==> src/rtl/prbs_pkg.sv <==
// Shared definitions for the PRBS checker/generator family: FSM states, LFSR geometry and seed.
package prbs_pkg;

  localparam int LFSR_W = 16;
  localparam logic [LFSR_W-1:0] LFSR_SEED = 16'h0011;
  localparam int PREAMBLE_BYTES = 4;

  typedef enum logic [1:0] {
    HUNT     = 2'd0,
    PREAMBLE = 2'd1,
    CHECK    = 2'd2
  } state_e;

  function automatic logic [3:0] popcount8(input logic [7:0] v);
    logic [3:0] cnt;
    cnt = '0;
    for (int i = 0; i < 8; i++) begin
      cnt = cnt + {3'b000, v[i]};
    end
    return cnt;
  endfunction

endpackage

==> src/rtl/prbs_lfsr.sv <==
// 16-bit Fibonacci LFSR (x^16 + x^15 + 1 style feedback from bits 15 and 14), shared by checker and generator.
module prbs_lfsr
  import prbs_pkg::*;
(
  input  logic              CLK,
  input  logic              RSTn,
  input  logic              load,
  input  logic              advance,
  output logic [LFSR_W-1:0] state
);

  logic [LFSR_W-1:0] state_reg;

  // load wins over advance so a reseed never consumes a step
  always_ff @(posedge CLK or negedge RSTn) begin
    if (!RSTn) begin
      state_reg <= LFSR_SEED;
    end else if (load) begin
      state_reg <= LFSR_SEED;
    end else if (advance) begin
      state_reg <= {state_reg[LFSR_W-2:0], state_reg[LFSR_W-1] ^ state_reg[LFSR_W-2]};
    end
  end

  assign state = state_reg;

endmodule

==> config.mk <==
export PLATFORM = sky130hd
export DESIGN_NAME = prbs_lfsr
export DESIGN_NICKNAME = d
export VERILOG_FILES = /design/src/rtl/prbs_pkg.sv /design/src/rtl/prbs_lfsr.sv
export SDC_FILE = /design/constraint.sdc
export NUM_CORES = 1
export LEC_CHECK = 0
export CAP_MARGIN = 5
export CORE_AREA = 3 3 44 46
export DETAILED_ROUTE_END_ITERATION = 8
export DIE_AREA = 0 0 47 49
export PLACE_DENSITY = 0.78
export SLEW_MARGIN = 20
export SYNTH_ARGS = -nofsm -noshare
export SYNTH_HDL_FRONTEND = slang
export SYNTH_SLANG_ARGS = --single-unit
==> constraint.sdc <==
create_clock -name CLK -period 1.2 [get_ports CLK]
set_clock_uncertainty 0.05 [all_clocks]
set_input_delay 0.36 -clock CLK [delete_from_list [all_inputs] [get_ports CLK]]
set_output_delay 0.36 -clock CLK [all_outputs]
set_load 0.02 [all_outputs]
== Word level (Yosys, flattened, before mapping) ==
Cells that the tools add are included.

* Output and inout port bits: 16
* Input port bits: 4
* Flip-flop bits (word level): 16

* Reduce and logical (&&, ||, !) cells: 1
* Muxes and demuxes: 2
* Bitwise operators: 1

{| class="wikitable"
|+ Operators with widths
! operator !! number
|-
| $mux W16 || 2
|-
| $reduce_bool A2 Y1 || 1
|-
| $xor A1 B1 Y1 || 1
|}

== Longest topological paths before layout ==
* Word-level depth: 3
* Depth in mapped cells: 4

== Worst setup path after synthesis ==
No wires, ideal clock.

* Path kind: input to register
* From: input port advance
* To: register state_reg[10] (netlist: state[10])
* Required time: 1.031 ns
* Data arrival time: 0.831 ns
* Library setup time: 0.119 ns
* Setup slack: 0.201 ns
* Cell stages on the path: 4
* Path through: buf_6 > buf_12 > mux2i_1 > nor2_1

* Longest elaborated chain between the ends: 1

{| class="wikitable"
|+ Ends and longest elaborated chain
! item !! RTL line !! text
|-
| from (decl) || prbs_lfsr.sv:8 || <nowiki>input logic advance,</nowiki>
|-
| $reduce_bool A2 Y1 (no source line) || -- ||
|-
| to (signal assigned) || prbs_lfsr.sv:21 || <nowiki>state_reg <= {state_reg[LFSR_W-2:0], state_reg[LFSR_W-1] ^ state_reg[LFSR_W-2]};</nowiki>
|-
| to (decl) || prbs_lfsr.sv:12 || <nowiki>logic [LFSR_W-1:0] state_reg;</nowiki>
|}

No other way between the ends.
A chain may end at the register's enable or synchronous reset.

== Worst setup path after layout ==
* From: register state_reg[4] (netlist: state[4])
* To: output port state[4]

{| class="wikitable"
|+ RTL lines
! item !! RTL line !! text
|-
| to (decl) || prbs_lfsr.sv:9 || <nowiki>output logic [LFSR_W-1:0] state</nowiki>
|}

No word-level cell between the ends.

==> out/metrics.yaml <==
max_stage_delay_ns: 0.55
avgViaCountPerCell: 4.658
synth_top_area_share: 0.5185
powerDensity_mw_per_mm2: 906.2
yosysMostFrequentCell: "mux2i_1"
first_global_vias: 565
status: "finished with violations"
dr.pass1.iters: 2
power_mw: 1.021
syn_inst: 54
rsz0062_at_grt: "true"
path_max_fanout: 2
ys_types: 13
slew-limit-headroom: 0.8561
slew_viol_final: 0
routed_wl_um: 1474
drive_gt1_frac: 0.4796
via_count: 531
critPathArrivalTime_ns: 0.94
die_w_um: 47
crit_buf_inv: 1
largest_reg_flops: 16
tightest_slew_ns: 0.2155
drtIter0Drc: 3
drc_errors: 0
cts_tree: "done"
dp_hpwl_um: 994.6
multiInputGateArea_um2: 226.5
place_area_mm2: 0.001018
ys_seq_area_frac: 0.5963
p_leak_nw: 0.6179
cts-buffers-inserted: 3
p_int_uw: 774.0
rr_startpoint: "state[12]$_DFFE_PN0P_"
port-buffer-count: 19
register_area_um2: 402.9
reg2regPathDepth: 5
p_comb_frac: 0.175
finalHoldViolCount: 0
die_y_um: 49
initial_core_util: 0.4383
root_buffer: "clkbuf_4"
clk_path_buf_depth: 2
grt.total_usage: 0.1529
synthTopCellsByArea: "dfrtp_1 (52%), mux2i_1 (22%), dfstp_2 (7.8%)"
max_freq_ghz: 0.7430
pin_count: 20
fillCellCount: 112
clock_power_share: 0.269
yosys_warnings: 0
die-area_mm2: 0.002303
start_kind: "flip-flop"
yosysTopAreaCell: "dfrtp_1"
ant_nets: 0
grt_max_degree: 18
clkTransAtPathRegs_ns: 0.09
grt_pass1_wl_um: 2511
cp-end-kind: "output pin"
finalCriticalPeriod_ns: 1.346
syn_area_per_cell_um2: 12.51
reg2reg_slack_ns: 0.07
failed_checks: "setup timing"
setup_slack_ns: -0.1459
switchingPower_uw: 246.5
antenna_found_initial: 0
crit_chain: "buf_6"
std_cell_rows: 14
nets: 104
cp.required_ns: 0.79
setup_viol: 16
synth_edf_count: 0
antennaDiodeCount: 0
htreeDepth: 1
syn-num-nets: 58
path_class: "flip-flop to output pin"
setup-tns-final_ns: -0.6380
overflow: 0
async_reset_ff_frac: 1.000
switching_share: 0.2415
rr_endpoint: "state[13]$_DFFE_PN0P_"
min-delay-path-class: "input port to asynchronous set/reset pin"
cts_sinks: 16
synth_flop_cell: "dfrtp_1"
yosys-top-cells-count: "mux2i_1 (15), dfrtp_1 (14), nor2_1 (14), dfstp_2 (2)"
synth_area_um2: 675.6
wl_per_cell_um: 12.93
p_seq_frac: 0.556
max_cap_violations: 0
coreArea_mm2: 0.001541
crit_slowest_cell: "dfstp_2"
crit_family: "flip-flops"
ir_drop_mv: 0.7072
areaGrowthSynthToFinish_pct: 66.67
placed_cells: 105
fin_cells: 114
fin_crit_sh: 1.122
design_area_mm2: 0.001126
routabilityCongestion: 0.6663
clk_latency_ns: 0.28
synth_seq_cells: 16
## how the worst max path moves through the flow
stage,startpoint,depth (start not counted),slack (ns),endpoint
after floorplan,advance,4,0.20,state[10]$_DFFE_PN0P_
after global placement,state[4]$_DFFE_PN1P_,1,-0.31,state[4]
after detailed placement,state[0]$_DFFE_PN1P_,1,-0.32,state[0]
after CTS,state[4]$_DFFE_PN1P_,1,-0.16,state[4]
after global routing,state[0]$_DFFE_PN1P_,1,-0.19,state[0]
final,state[4]$_DFFE_PN1P_,1,-0.15,state[4]
## power by group through the flow
| stage | clock network, mW | logic (mW) | registers, mW |
|---|---|---|---|
| finish | 0.274 | 0.179 | 0.568 |
| global route | 0.325 | 0.194 | 0.570 |
| CTS | 0.289 | 0.173 | 0.568 |
| detailed placement | 0 | 0.166 | 0.575 |
| global placement | 0 | 0.163 | 0.574 |
| floorplan | 0 | 0.0563 | 0.597 |
## timing repair
item | CTS | global route
buffers inserted | 4 | 1
setup endpoints to repair | 16 | 21
hold buffers | 0 | 0
gates cloned | 0 | 1
pin swaps | 0 | 0
gates resized for setup | 96 | 1
endpoints found under the hold margin | 0 | 0
## cell families (layout without fill, tap and decap cells)
| group | count (synthesis) | after routing | synth area share |
|---|---|---|---|
| AND/OR/NAND/NOR | 16 | 16 | 0.09073 |
| multiplexers | 15 | 15 | 0.2222 |
| buffers and inverters | 5 | 49 | 0.06851 |
| AO/OA/AOI/OAI | 1 | 1 | 0.009265 |
| XOR/XNOR | 1 | 1 | 0.01297 |
| flip-flops | 16 | 16 | 0.5963 |
## through the flow
step | hold WS, ns | util | setup slack, ns
global placement | 0.5441 | 0.6607 | -0.3094
finish | 0.3515 | 0.7305 | -0.1459
detailed placement | 0.5354 | 0.6607 | -0.3175
floorplan | 0.01441 | - | 0.2007
global route | 0.3485 | 0.7305 | -0.1879
CTS | 0.3495 | 0.7078 | -0.1617
## per-layer routing
layer  up-vias  GRT usage  wire length, um
li1        265          -                -
met1       248     0.1916              606
met2        14     0.2398              775
met3         4    0.03690               63
met4         0    0.06912               27
met5         -          0                0
## area by class of cell
type,instances,share of cell area
sequential,16,0.3578
clock buffer,3,0.02000
multi-input combinational,33,0.2011
tap,16,0.01778
timing repair buffer,45,0.4000
inverter,1,0.003333
## cells in the final DEF (no fill, tap or decap)
master / n
mux2i_1: 15
clkbuf_4: 3
dfstp_2: 2
buf_6: 16
inv_1: 1
buf_12: 2
dlymetal6s2s_1: 1
clkdlybuf4s50_1: 2
nand2_1: 1
nor2_1: 14
dfrtp_1: 14
xnor2_1: 1
buf_4: 23
nor3_1: 1
clkbuf_16: 1
a31oi_1: 1
(Power assumes the default switching activity.)
